`src/rtl/tile_config_mem_shadow.sv`:
```
// tile_config_mem_shadow: shadowed per-tile config memory with frame-per-cycle commit and readback
//
// Frames are written into a shadow array. A Commit copies the shadow array into the
// active ConfigBits, one frame per clock, so the fabric never sees a half-written frame.
// Optional feature macro: CONFIG_MEM_PARITY_EN enables per-frame even-parity checking.
//
// Ports:
//   CLK, resetn      config clock, synchronous active-low reset
//   FrameData        frame write data
//   FrameStrobe      per-frame write enables (several may be high at once)
//   FrameParity      even-parity bit for FrameData (parity build only)
//   Commit           request to copy shadow into active
//   ParityClr        clears the sticky parity error (parity build only)
//   RbReq, RbFrame   readback request and frame index
//   Busy             copy in progress
//   CommitDone       one-cycle pulse when the copy completes
//   CommitRej        one-cycle pulse when a commit is refused
//   RbValid, RbData  readback valid pulse and data (data holds until the next request)
//   ParityErr        sticky parity error flag
//   ParityErrFrame   index of the first errored frame
//   ConfigBits(_N)   active configuration and its bitwise inverse
module tile_config_mem_shadow #(
    parameter int MaxFramesPerCol = 20,
    parameter int FrameBitsPerRow = 32,
    parameter int NoConfigBits    = 66
) (
    input  logic                               CLK,
    input  logic                               resetn,
    input  logic [FrameBitsPerRow-1:0]         FrameData,
    input  logic [MaxFramesPerCol-1:0]         FrameStrobe,
    input  logic                               FrameParity,
    input  logic                               Commit,
    input  logic                               ParityClr,
    input  logic                               RbReq,
    input  logic [$clog2(MaxFramesPerCol)-1:0] RbFrame,
    output logic                               Busy,
    output logic                               CommitDone,
    output logic                               CommitRej,
    output logic                               RbValid,
    output logic [FrameBitsPerRow-1:0]         RbData,
    output logic                               ParityErr,
    output logic [$clog2(MaxFramesPerCol)-1:0] ParityErrFrame,
    output logic [NoConfigBits-1:0]            ConfigBits,
    output logic [NoConfigBits-1:0]            ConfigBits_N
);
    localparam int NumFrames = (NoConfigBits + FrameBitsPerRow - 1) / FrameBitsPerRow;
    localparam int IW        = $clog2(MaxFramesPerCol);
    localparam int CW        = NumFrames > 1 ? $clog2(NumFrames) : 1;
    localparam int FlatW     = NumFrames * FrameBitsPerRow;

    typedef enum logic {IDLE, COPY} state_t;

    // Bits of frame f whose config index would be negative are never stored.
    function automatic logic [FrameBitsPerRow-1:0] frame_mask(input int f);
        logic [FrameBitsPerRow-1:0] m;
        m = '0;
        for (int b = 0; b < FrameBitsPerRow; b++)
            m[b] = (f * FrameBitsPerRow + FrameBitsPerRow - 1 - b) < NoConfigBits;
        return m;
    endfunction

    state_t                     state_q, state_d;
    logic [CW-1:0]              cnt_q, cnt_d;
    logic [FrameBitsPerRow-1:0] shadow_q [NumFrames];
    logic [FrameBitsPerRow-1:0] shadow_d [NumFrames];
    logic [FrameBitsPerRow-1:0] active_q [NumFrames];
    logic [FrameBitsPerRow-1:0] active_d [NumFrames];
    logic                       done_q, done_d;
    logic                       rej_q, rej_d;
    logic                       rb_valid_q, rb_valid_d;
    logic [FrameBitsPerRow-1:0] rb_data_q, rb_data_d, rb_sel;
    logic                       perr_q, perr_d;
    logic [IW-1:0]              perr_frame_q, perr_frame_d;
    logic [FlatW-1:0]           flat;
    logic                       unused_ok;

    always_comb begin
        shadow_d   = shadow_q;
        active_d   = active_q;
        state_d    = state_q;
        cnt_d      = cnt_q;
        done_d     = 1'b0;
        rej_d      = 1'b0;
        rb_valid_d = RbReq;
        rb_sel     = '0;
        for (int f = 0; f < NumFrames; f++) begin
            if (FrameStrobe[f]) shadow_d[f] = FrameData & frame_mask(f);
            if (RbFrame == IW'(f)) rb_sel = shadow_q[f];
        end
        // Readback and copy both sample shadow_q, i.e. the value before this edge's write.
        rb_data_d = RbReq ? rb_sel : rb_data_q;
        if (state_q == IDLE) begin
            if (Commit) begin
                if (perr_q) begin
                    rej_d = 1'b1;
                end else begin
                    state_d = COPY;
                    cnt_d   = '0;
                end
            end
        end else begin
            for (int f = 0; f < NumFrames; f++)
                if (cnt_q == CW'(f)) active_d[f] = shadow_q[f];
            cnt_d = cnt_q + 1'b1;
            if (cnt_q == CW'(NumFrames - 1)) begin
                state_d = IDLE;
                done_d  = 1'b1;
            end
        end
    end

`ifdef CONFIG_MEM_PARITY_EN
    logic          par_hit, par_strobe;
    logic [IW-1:0] par_lo;

    always_comb begin
        par_strobe = 1'b0;
        par_lo     = '0;
        // Descending scan leaves the lowest strobed frame in par_lo.
        for (int f = NumFrames - 1; f >= 0; f--)
            if (FrameStrobe[f]) begin
                par_strobe = 1'b1;
                par_lo     = IW'(f);
            end
        par_hit      = par_strobe && (^{FrameData, FrameParity});
        perr_d       = par_hit | (perr_q & ~ParityClr);
        perr_frame_d = (par_hit && !perr_q) ? par_lo :
                       (ParityClr && !par_hit) ? '0 : perr_frame_q;
    end
`else
    always_comb begin
        perr_d       = 1'b0;
        perr_frame_d = '0;
    end
`endif

    always_ff @(posedge CLK) begin
        if (!resetn) begin
            state_q      <= IDLE;
            cnt_q        <= '0;
            shadow_q     <= '{default: '0};
            active_q     <= '{default: '0};
            done_q       <= 1'b0;
            rej_q        <= 1'b0;
            rb_valid_q   <= 1'b0;
            rb_data_q    <= '0;
            perr_q       <= 1'b0;
            perr_frame_q <= '0;
        end else begin
            state_q      <= state_d;
            cnt_q        <= cnt_d;
            shadow_q     <= shadow_d;
            active_q     <= active_d;
            done_q       <= done_d;
            rej_q        <= rej_d;
            rb_valid_q   <= rb_valid_d;
            rb_data_q    <= rb_data_d;
            perr_q       <= perr_d;
            perr_frame_q <= perr_frame_d;
        end
    end

    // Frame 0 occupies the top of the flattened vector; padding bits sit at the bottom.
    always_comb begin
        flat = '0;
        for (int f = 0; f < NumFrames; f++)
            flat[(NumFrames - 1 - f) * FrameBitsPerRow +: FrameBitsPerRow] = active_q[f];
    end

    assign ConfigBits     = flat[FlatW-1 -: NoConfigBits];
    assign ConfigBits_N   = ~ConfigBits;
    assign Busy           = state_q == COPY;
    assign CommitDone     = done_q;
    assign CommitRej      = rej_q;
    assign RbValid        = rb_valid_q;
    assign RbData         = rb_data_q;
    assign ParityErr      = perr_q;
    assign ParityErrFrame = perr_frame_q;
    assign unused_ok      = ^{FrameStrobe, flat, FrameParity, ParityClr};
endmodule

```
`config.mk`:
```
export PLATFORM = sky130hd
export DESIGN_NAME = tile_config_mem_shadow
export DESIGN_NICKNAME = d
export VERILOG_FILES = /design/src/rtl/tile_config_mem_shadow.sv
export SDC_FILE = /design/constraint.sdc
export NUM_CORES = 1
export LEC_CHECK = 0
export ABC_CLOCK_PERIOD_IN_PS = 1730
export CAP_MARGIN = 20
export CELL_PAD_IN_SITES_DETAIL_PLACEMENT = 2
export CELL_PAD_IN_SITES_GLOBAL_PLACEMENT = 2
export CORE_MARGIN = 2
export CORE_UTILIZATION = 26
export DETAILED_ROUTE_END_ITERATION = 10
export PLACE_DENSITY = 0.76
export SYNTH_ARGS = -nofsm -noshare
export SYNTH_HDL_FRONTEND = slang
export SYNTH_SLANG_ARGS = --single-unit
```
`constraint.sdc`:
```
create_clock -name CLK -period 1.73 [get_ports CLK]
set_input_delay 0.346 -clock CLK [delete_from_list [all_inputs] [get_ports CLK]]
set_output_delay 0.346 -clock CLK [all_outputs]
set_load 0.05 [all_outputs]
```
Word level (Yosys, flattened, before mapping)
Index checks and enable logic that the tools add are counted.

Add/sub/neg operators: 1. Multiply operators: 0. Div/mod/pow operators: 0. Order comparisons: 0. Eq/ne operators: 4. Shifts and indexed selects: 0. Muxes and demuxes: 9. Bitwise operators: 1. Reduce and logical (&&, ||, !) cells: 7.

Operators with widths (count): $mux 32 (3); $not 66->66 (1); $reduce_and 2->1 (4); $eq 5x1->1 const B (1); $eq 5x2->1 const B (1); $logic_not 5->1 (1); $mux 1 (4); $mux 2 (2); $add 2x1->2 const B (1); $eq 2x1->1 const B (1); $eq 2x2->1 const B (1); $logic_not 2->1 (1); $reduce_bool 2->1 (1).

Bits in registers: 169. Bits in latches: 0. Bits in writable memories: 0. ROM bits: 0. Bits of input ports: 63. Output and inout port bits: 174. Word-level logic and storage cells: 33. Memories kept: 0.

Depth between registers and ports, before layout
Gate-level depths: netlist (run 1).

Depth in word-level cells: 4. Gate-level depth with buffers: 7. Depth with buffers taken out: 5.

Least setup slack after synthesis (run 1)
No wires, ideal clock.

Path kind: register to register. From: reg state_q (netlist: Busy). To: reg active_q, in the netlist ConfigBits[14]. Library setup time: 0.123 ns. Arrival: 1.303 ns. Data required time: 1.607 ns. Setup slack: 0.304 ns. Cell stages (with the launch flop): 6. Clock period less this slack: 1.426 ns. Cells stage by stage: dfxtp_1 > buf_2 > nand2_1 > buf_2 > nand2_1 > a21boi_0.

Cells in the longest elaborated chain, start to end: 1.

Ends and longest elaborated chain: from (decl) (RTL line 62) `state_t state_q, state_d;`; from (signal assigned) (RTL line 150) `state_q <= state_d;`; $reduce_and 2->1 (no line); to (signal assigned) (RTL line 153) `active_q <= active_d;`; to (decl) (RTL line 66) `logic [FrameBitsPerRow-1:0] active_q [NumFrames];`.

Every way passes these cells. A chain may end at the register's enable or synchronous reset.

Final worst setup path (run 1)
From: reg cnt_q[0]. To: reg active_q, in the netlist ConfigBits[34].

Cells in the longest elaborated chain, start to end: 2.

Ends and longest elaborated chain: from (decl) (RTL line 63) `logic [CW-1:0] cnt_q, cnt_d;`; from (signal assigned) (RTL line 151) `cnt_q <= cnt_d;`; $logic_not 2->1 (RTL line 103) `if (cnt_q == CW'(f)) active_d[f] = shadow_q[f];`; $reduce_and 2->1 (no line).

Every way passes these cells.

==> results.md, run 1 <==
- Status: finished clean
- Peak supply drop: 0.0005809 V
- DP HPWL: 15910 µm
- Detail Route Antenna Nets: 0
- Netlist cell types: 27
- TritonCTS Buffers: 17
- Avg WL per Cell: 17.17 µm
- Final Max Tran Viols: 0
- Register area share after synthesis: 48.97%
- GRT overflow: 0
- Rows: 59
- Number of port buffers: 210
- Max-capacitance violation count: 0
- Antenna violations before repair: 1
- Synth Register Bits: 169
- Die ar.: 0.02789 mm²
- Drt drc: 0
- Startpoint types: register
- Critical Setup Path Class: reg2reg
- DRT iter0 DRCs: 147
- CP max FO: 13
- Worst-Skew Late Latency: 0.42 ns
- Area leader, netlist: dfxtp_1
- Starting Density: 26.51%
- Final worst-path cycle share: 87.69%
- Final hold vios: 0
- Largest net degree at the start of global routing: 75
- Final min period: 1.517 ns
- Fmax: 659.1 MHz
- CTS tree: done
- CORE AREA: 0.02606 mm²
- Quantity of hold-fixing buffers added after cts: 0
- Yosys warns: 0
- Critical path capture point type: register
- Share of the synthesized area in the top cell type: 48.97%
- Routed wire length: 22160 µm
- Fraction of layout cells with a size suffix above 1: 27.30%
- Slowest cell on the critical path: dfxtp_1
- Post-Place Cells: 1259
- Global placer's final weighted congestion: 0.6911
- CP cell instances: inv_1, ha_1, and2_2, buf_4, nand2_1, a21boi_0
- Vias: 5702
- Power density over cell area: 993.3 mW/mm²
- Ant. Diodes: 0
- Vias per std cell: 4.417
- HP Class: in2reg
- Dpl ws: -0.001405 ns
- Post-Syn Area per Cell: 9.299 µm²
- Vias in the first global route: 6185
- Die height: 167.0 µm
- # clock sinks: 169
- 1st-pass router iterations: 4
- RSZ-0062 raised after global routing: no
- WP data required: 2.07 ns
- Die Width: 167.0 µm
- Synth area leaders: dfxtp_1 (49%), mux2i_1 (14%), nand2_1 (8.9%)
- Syn Inst Count: 743
- Final setup viols: 0
- Area Overhead vs Synth: 39.95%
- I/O pin cnt: 237
- Area of the mapped netlist: 0.006909 mm²
- Post-Route Utilization: 37.11%
- CP peak stage delay: 0.34 ns
- Clk buf depth: 2
- Worst setup margin: 0.2129 ns
- Global-route wire length before repair: 35130 µm
- Layout net count: 1009
- Leak: 0.003943 µW
- Reg clk slew, reported paths: 0.07 ns
- Clk_skew: 0.009822 ns
- Critical Path AT: 1.86 ns
- Gr usage total: 16.15%
- H-tree levels: 4
- CTS root buffer: clkbuf_16
- Non-Filler Instances: 1291
==> per-layer routing <==
layer | GRT usage [%] | vias to the layer above | routed length, µm
met5 | 0 | - | 0
met4 | 4.723 | 0 | 344
met3 | 4.373 | 21 | 1424
met2 | 27.77 | 148 | 10920
met1 | 19.76 | 2770 | 9479
li1 | - | 2763 | -
==> state kept, by name, indices dropped and copies added (netlist names) <==
register and count:
Busy 1, shadow_q 66, ConfigBits 66, RbValid 1, RbData 32, cnt_q 2
CommitDone 1
==> synth_stat cells <==
master and number:
a21boi_0 52, a21boi_1 14, a21oi_1 3, a32oi_1 2, and2_1 3, and3_1 1
and3b_1 1, buf_2 28, buf_4 7, buf_6 3, clkbuf_1 17, conb_1 1
dfxtp_1 169, ha_1 3, inv_1 69, mux2_2 2, mux2i_1 97, nand2_1 163
nand2_2 1, nand3_1 2, nor2_1 1, nor2b_1 69, nor3b_1 1, nor4_4 1
nor4b_2 1, o21ai_0 2, o21ai_2 30
==> where the power goes <==
part / switching [µW] / internal [µW] / total, µW
clock: 1710 / 2640 / 4350
sequential: 118 / 4020 / 4140
combinational: 680 / 433 / 1110
total: 2510 / 7100 / 9600
==> cell type report <==
| type | count | area [µm²] |
|---|---|---|
| clock buffer | 18 | 439.2 |
| timing repair buffer | 230 | 1929 |
| inverter | 69 | 259.0 |
| multi-input combinational | 456 | 3010 |
| sequential | 169 | 3383 |
| fill | 2872 | 16390 |
| clock inverter | 14 | 229.0 |
| tap | 335 | 419.2 |
==> final timing paths <==
kind / endpoint / start / slack (ns) / cells after the start
worst min-delay path: RbData[31]$_SDFFE_PN0P_ / resetn / 0.25 / 3
worst max-delay path: ConfigBits[34]$_SDFFE_PN0P_ / cnt_q[0]$_SDFFE_PN0P_ / 0.21 / 6
worst max register to register: ConfigBits[34]$_SDFFE_PN0P_ / cnt_q[0]$_SDFFE_PN0P_ / 0.21 / 6
worst min register to register: RbData[12]$_SDFFE_PN0P_ / RbData[12]$_SDFFE_PN0P_ / 0.46 / 2
==> critical path: cells and delay by family (launching register included) <==
kind / cells / cell delay, ns
and+or+nand+nor: 2 / 0.41
AOI/OAI and AO/OA: 1 / 0.16
adders and majority gates: 1 / 0.17
buffers and inverters: 2 / 0.35
DFF: 1 / 0.34
==> placed cells by master, fill, tap and decap left out, types with 5 or more instances in the layout <==
cell type / instances
a21boi_0: 52
buf_4: 179
nor2b_1: 68
nand2_1: 163
dfxtp_1: 169
mux2i_1: 97
a21boi_1: 14
inv_1: 69
buf_12: 9
bufinv_16: 5
inv_6: 5
clkdlybuf4s50_1: 39
o21ai_2: 30
clkbuf_16: 17
conb_1: 7
==> kinds of logic (layout without fill, tap and decap cells) <==
family	count (synthesis)	count (layout)	synth area share, %
AND/OR/NAND/NOR	244	244	16.52
flip-flops	169	169	48.97
buffers and inverters	124	331	7.950
AO/OA/AOI/OAI	103	103	11.59
multiplexers	99	99	14.38
adder cells (fa/ha/maj)	3	3	0.5433
other	1	7	0.05428
==> per-stage QoR <==
stage / total power, µW / hold slack [ns] / cell area, µm² / setup TNS, ns
6_report: 9604 / 0.2532 / 9669 / 0
3_3_place_gp: 5340 / 0.4386 / 9000 / 0
4_1_cts: 9747 / 0.2353 / 9668 / 0
5_1_grt: 10010 / 0.2483 / 9669 / 0
2_1_floorplan: 4917 / 0.4359 / 6932 / 0
3_5_place_dp: 5368 / 0.4456 / 9000 / -0.001405
==> timing repair <==
action,in CTS,in global routing
setup endpoints to repair,0,31
buffers inserted,0,0
hold endpoints to repair,0,0
resized for setup,0,1
Note: power is estimated with default switching activity, not from simulation.
==> inputs of run 2 (changes only) <==
- CORE_MARGIN: 2 -> default
==> results.md, run 2 (synthesis results as in run 1) <==
- Status: finished clean
- Fraction of layout cells with a size suffix above 1: 27.15%
- Starting Density: 26.51%
- # clock sinks: 169
- Critical Setup Path Class: reg2reg
- Cell mode on critical path: nand2_1
- Final worst-path cycle share: 86.30%
- Fmax: 669.8 MHz
- Clk buf depth: 2
- CP peak stage delay: 0.39 ns
- Die height: 165.0 µm
- Rows: 59
- WP data required: 2.06 ns
- Worst-Skew Late Latency: 0.42 ns
- Final Max Tran Viols: 0
- DRT iter0 DRCs: 188
- Peak supply drop: 0.0005372 V
- CORE AREA: 0.02606 mm²
- Design Area, Final: 0.009608 mm²
- Post-Route Utilization: 36.87%
- Gr usage total: 16.60%
- Global placer's final weighted congestion: 0.7061
- Antenna violations before repair: 1
- CP bufs+invs: 2
- Delay-heaviest family, CP: flip-flops
- Worst setup margin: 0.2370 ns
- Routed wire length: 22240 µm
- Avg WL per Cell: 17.24 µm
- I/O pin cnt: 237
- TritonCTS Buffers: 17
- HP Class: in2reg
- Detail Route Antenna Nets: 0
- Die Width: 165.0 µm
- Critical path capture point type: register
- Number of port buffers: 210
- # Post-CTS Setup Buffers: 0
- Final min period: 1.493 ns
- Vias in the first global route: 6037
- Slowest cell on the critical path: dfxtp_1
- Dpl ws: -0.01844 ns
- Vias: 5676
- Most common cell after layout, fill and taps aside: buf_4
- Power density over cell area: 983.3 mW/mm²
- CP max FO: 22
- Largest net degree at the start of global routing: 96
- Max-capacitance violation count: 0
- Vias per std cell: 4.400
- CTS tree: done
- Most frequent cells in the layout: buf_4 (179), dfxtp_1 (169), nand2_1 (163), mux2i_1 (97), inv_1 (69)
- Quantity of hold-fixing buffers added after cts: 0
- Final hold vios: 0
- H-tree levels: 4
- 1st-pass router iterations: 4
- Clk_skew: 0.01496 ns
- Reg clk slew, reported paths: 0.07 ns
- Final setup viols: 0
- Startpoint types: register
- Die ar.: 0.02723 mm²
- Global-route wire length before repair: 34000 µm
- CP cell instances: inv_1, ha_1, nand2_1, buf_4, nand2_1, a21boi_0
- Drt drc: 0
- RSZ-0062 raised after global routing: no
- Layout net count: 1007
- Dpl cell area: 0.008960 mm²
- Critical Path AT: 1.83 ns
- Overall Power: 9447 µW
- DP HPWL: 15520 µm
- Area Overhead vs Synth: 39.06%
- GRT overflow: 0
- Leak: 0.003913 µW
- CTS root buffer: clkbuf_16
## run 2: changes by cell type in the layout (fill, tap and decap cells not counted)
cell	before	now
diode_2	0	1
inv_8	1	0
clkinv_4	1	2
buf_12	9	7
inv_6	5	6
bufinv_16	5	4
## run 2: cell type report
cell class,instances,area [µm²]
multi-input cells,456,3010
clock buffers,18,439.2
diodes,1,2.502
repair buffers,228,1889
clock inverters,14,205.2
fillers,2861,16450
well taps,335,419.2
inverters,69,259.0
flip-flops and latches,169,3383
## run 2: what timing repair did
item | in CTS | in global routing
resized for setup | 0 | 1
endpoints found under the hold margin | 0 | 0
setup endpoints to repair | 0 | 12
## run 2: path summary, 6_finish.rpt
path / from / to / slack [ns] / cells after the start
worst max-delay path: cnt_q[0]$_SDFFE_PN0P_ / ConfigBits[57]$_SDFFE_PN0P_ / 0.24 / 6
worst min-delay path: resetn / RbValid$_SDFF_PN0_ / 0.24 / 2
worst max register to register: cnt_q[0]$_SDFFE_PN0P_ / ConfigBits[57]$_SDFFE_PN0P_ / 0.24 / 6
worst min register to register: RbData[11]$_SDFFE_PN0P_ / RbData[11]$_SDFFE_PN0P_ / 0.46 / 2
## run 2: metal layers
| metal | global-route usage [%] | part of all wire (%) | wire, µm |
|---|---|---|---|
| met5 | 0 | 0 | 0 |
| met4 | 3.795 | 0.89 | 197 |
| met3 | 4.370 | 5.4 | 1192 |
| met2 | 29.25 | 50 | 11090 |
| met1 | 19.96 | 44 | 9762 |
## run 2: report_power, final
part / internal, µW / switching [µW] / leakage [µW] / total [µW]
Sequential: 4020 / 117 / 0.00138 / 4140
Clock: 2490 / 1710 / 0.000309 / 4200
Combinational: 421 / 684 / 0.00223 / 1110
## run 2: per-stage QoR
stage	TNS, ns	instances	hold WS, ns
3_5_place_dp	-0.1245	1257	0.4503
6_report	0	1290	0.2438
5_1_grt	0	1289	0.2411
4_1_cts	0	1289	0.2248
3_3_place_gp	0	1257	0.4399
2_1_floorplan	0	749	0.4359
==> inputs of run 3 (changes only) <==
- SETUP_SLACK_MARGIN: default -> 0.5
- SLEW_MARGIN: default -> 25
==> results.md, run 3 (synthesis results as in run 1) <==
- Vias: 6041
- Setup TNS: 0 ns
- Quantity of hold-fixing buffers added after cts: 0
- Avg WL per Cell: 20.54 µm
- HP Class: in2reg
- Die height: 165.0 µm
- Final Max Tran Viols: 0
- RR Endpoint: ConfigBits[51]$_SDFFE_PN0P_
- Final setup viols: 0
- Most common cell after layout, fill and taps aside: buf_8
- Post-Route Utilization: 46.38%
- I/O pin cnt: 237
- Number of port buffers: 210
- Detail Route Antenna Nets: 0
- CP Depth: 2
- Layout net count: 1046
- Post-Place Cells: 1260
- # clock sinks: 169
- Starting Density: 26.51%
- Leak: 0.005166 µW
- TritonCTS Buffers: 17
- Area Overhead vs Synth: 74.94%
- Status: finished clean
- CP max FO: 3
- Slowest cell on the critical path: dfxtp_4
- CTS root buffer: clkbuf_16
- Fillers: 2559
- RSZ-0062 raised after global routing: yes
- CP cell instances: inv_2, buf_8
- Critical path capture point type: output port
- Clk buf depth: 2
- Crit. Startpoint: ConfigBits[21]$_SDFFE_PN0P_
- Max-capacitance violation count: 0
- Die ar.: 0.02723 mm²
- Drt drc: 0
- CTS tree: done
- WP data required: 1.38 ns
- CP bufs+invs: 2
- Reg clk slew, reported paths: 0.07 ns
- CP peak stage delay: 0.37 ns
- Worst-Skew Late Latency: 0.42 ns
- Antenna violations before repair: 3
- Worst r2r path cells: 6
- Final min period: 1.360 ns
- R2R Setup Slk: 0.38 ns
- DP HPWL: 15760 µm
- Largest net degree at the start of global routing: 77
- Peak supply drop: 0.0004567 V
- Vias in the first global route: 6710
- Critical Path AT: 1.01 ns
- Non-Filler Instances: 1330
- Reg2reg start: cnt_q[0]$_SDFFE_PN0P_
- Power density over cell area: 763.3 mW/mm²
- Rows: 59
- Routed wire length: 27320 µm
- DRT iter0 DRCs: 166
- Final hold vios: 0
- Vias per std cell: 4.542
- 1st-pass router iterations: 4
- CP Capture Point: ConfigBits_N[21]
- Die Width: 165.0 µm
- Fmax: 735.2 MHz
- Final worst-path cycle share: 78.63%
- GRT overflow: 0
- Startpoint types: register
- H-tree levels: 4
- Delay-heaviest family, CP: flip-flops
- Fraction of layout cells with a size suffix above 1: 55.34%
- Global-route wire length before repair: 39510 µm
- Critical Setup Path Class: reg2out
- Clk_skew: 0.01048 ns
- Most frequent cells in the layout: buf_8 (159), nand2_1 (115), mux2i_1 (97), nor2b_1 (68), dfxtp_1 (66)
- Gr usage total: 19.62%
- CORE AREA: 0.02606 mm²
- Global placer's final weighted congestion: 0.7135
## run 3: changes by cell type in the layout (fill, tap and decap cells not counted), sizes merged
cell / change
clkdlybuf4s50: -4
clkinvlp: +2
dlygate4sd2: +4
buf: +36
clkinv: +1
bufbuf: +1
clkbuf: +2
bufinv: -3
diode: +2
and2: +1
inv: -2
## run 3: report_power, final
part | switching (µW) | internal (µW) | total [µW]
clock network | 1680 | 2000 | 3680
registers | 174 | 3950 | 4120
logic | 779 | 645 | 1420
## run 3: timing repair
action                     4_1_cts  5_1_grt
pin swaps                       10       61
setup buffers                   25        2
setup endpoints to repair      261      236
gates resized for setup        499      215
gates cloned                     8        1
## run 3: area by class of cell
cell class / count / area, µm² / share of cell area, %
antenna: 3 / 7.507 / 0.06211
inverter: 69 / 286.5 / 2.371
clock buffer: 19 / 432.9 / 3.582
sequential: 169 / 3675 / 30.40
multi-input combinational: 457 / 3471 / 28.72
timing repair buffer: 266 / 3677 / 30.42
tap: 335 / 419.2 / 3.468
clock inverter: 12 / 117.6 / 0.9731
## run 3: per-stage QoR
step | hold WS, ns | setup slack (ns) | total power (µW) | cell area (µm²)
3_5_place_dp | 0.4479 | 0.002247 | 5355 | 9069
3_3_place_gp | 0.4395 | 0.02134 | 5330 | 9069
2_1_floorplan | 0.4321 | 0.5025 | 4927 | 7027
4_1_cts | 0.2687 | 0.3685 | 9252 | 11330
5_1_grt | 0.2765 | 0.3239 | 9595 | 12080
6_report | 0.2871 | 0.3698 | 9225 | 12090
## run 3: worst min path at each step
stage	start	to	slack, ns	depth (start not counted)
2_1_floorplan	shadow_q[62]$_SDFFE_PN0P_	ConfigBits[32]$_SDFFE_PN0P_	0.43	2
3_3_place_gp	RbData[21]$_SDFFE_PN0P_	RbData[21]$_SDFFE_PN0P_	0.44	2
3_5_place_dp	RbData[1]$_SDFFE_PN0P_	RbData[1]$_SDFFE_PN0P_	0.45	2
4_1_cts	resetn	ConfigBits[62]$_SDFFE_PN0P_	0.27	2
5_1_grt	resetn	ConfigBits[62]$_SDFFE_PN0P_	0.28	2
6_report	resetn	ConfigBits[62]$_SDFFE_PN0P_	0.29	2
## run 3: routing by layer
| metal | track usage (%) | wire (µm) | vias to the layer above |
|---|---|---|---|
| met2 | 35.64 | 14470 | 161 |
| met3 | 4.646 | 1236 | 28 |
| li1 | - | - | 2860 |
| met1 | 22.85 | 11190 | 2990 |
| met5 | 0 | 13 | - |
| met4 | 4.962 | 407 | 2 |
## run 3: worst register-to-register path: cells and delay by family (launching register included)
kind / cells / cell delay [ns]
buf+inv: 2 / 0.25
fa+ha+maj: 1 / 0.14
compound gates: 1 / 0.16
simple gates: 2 / 0.36
flops: 1 / 0.37
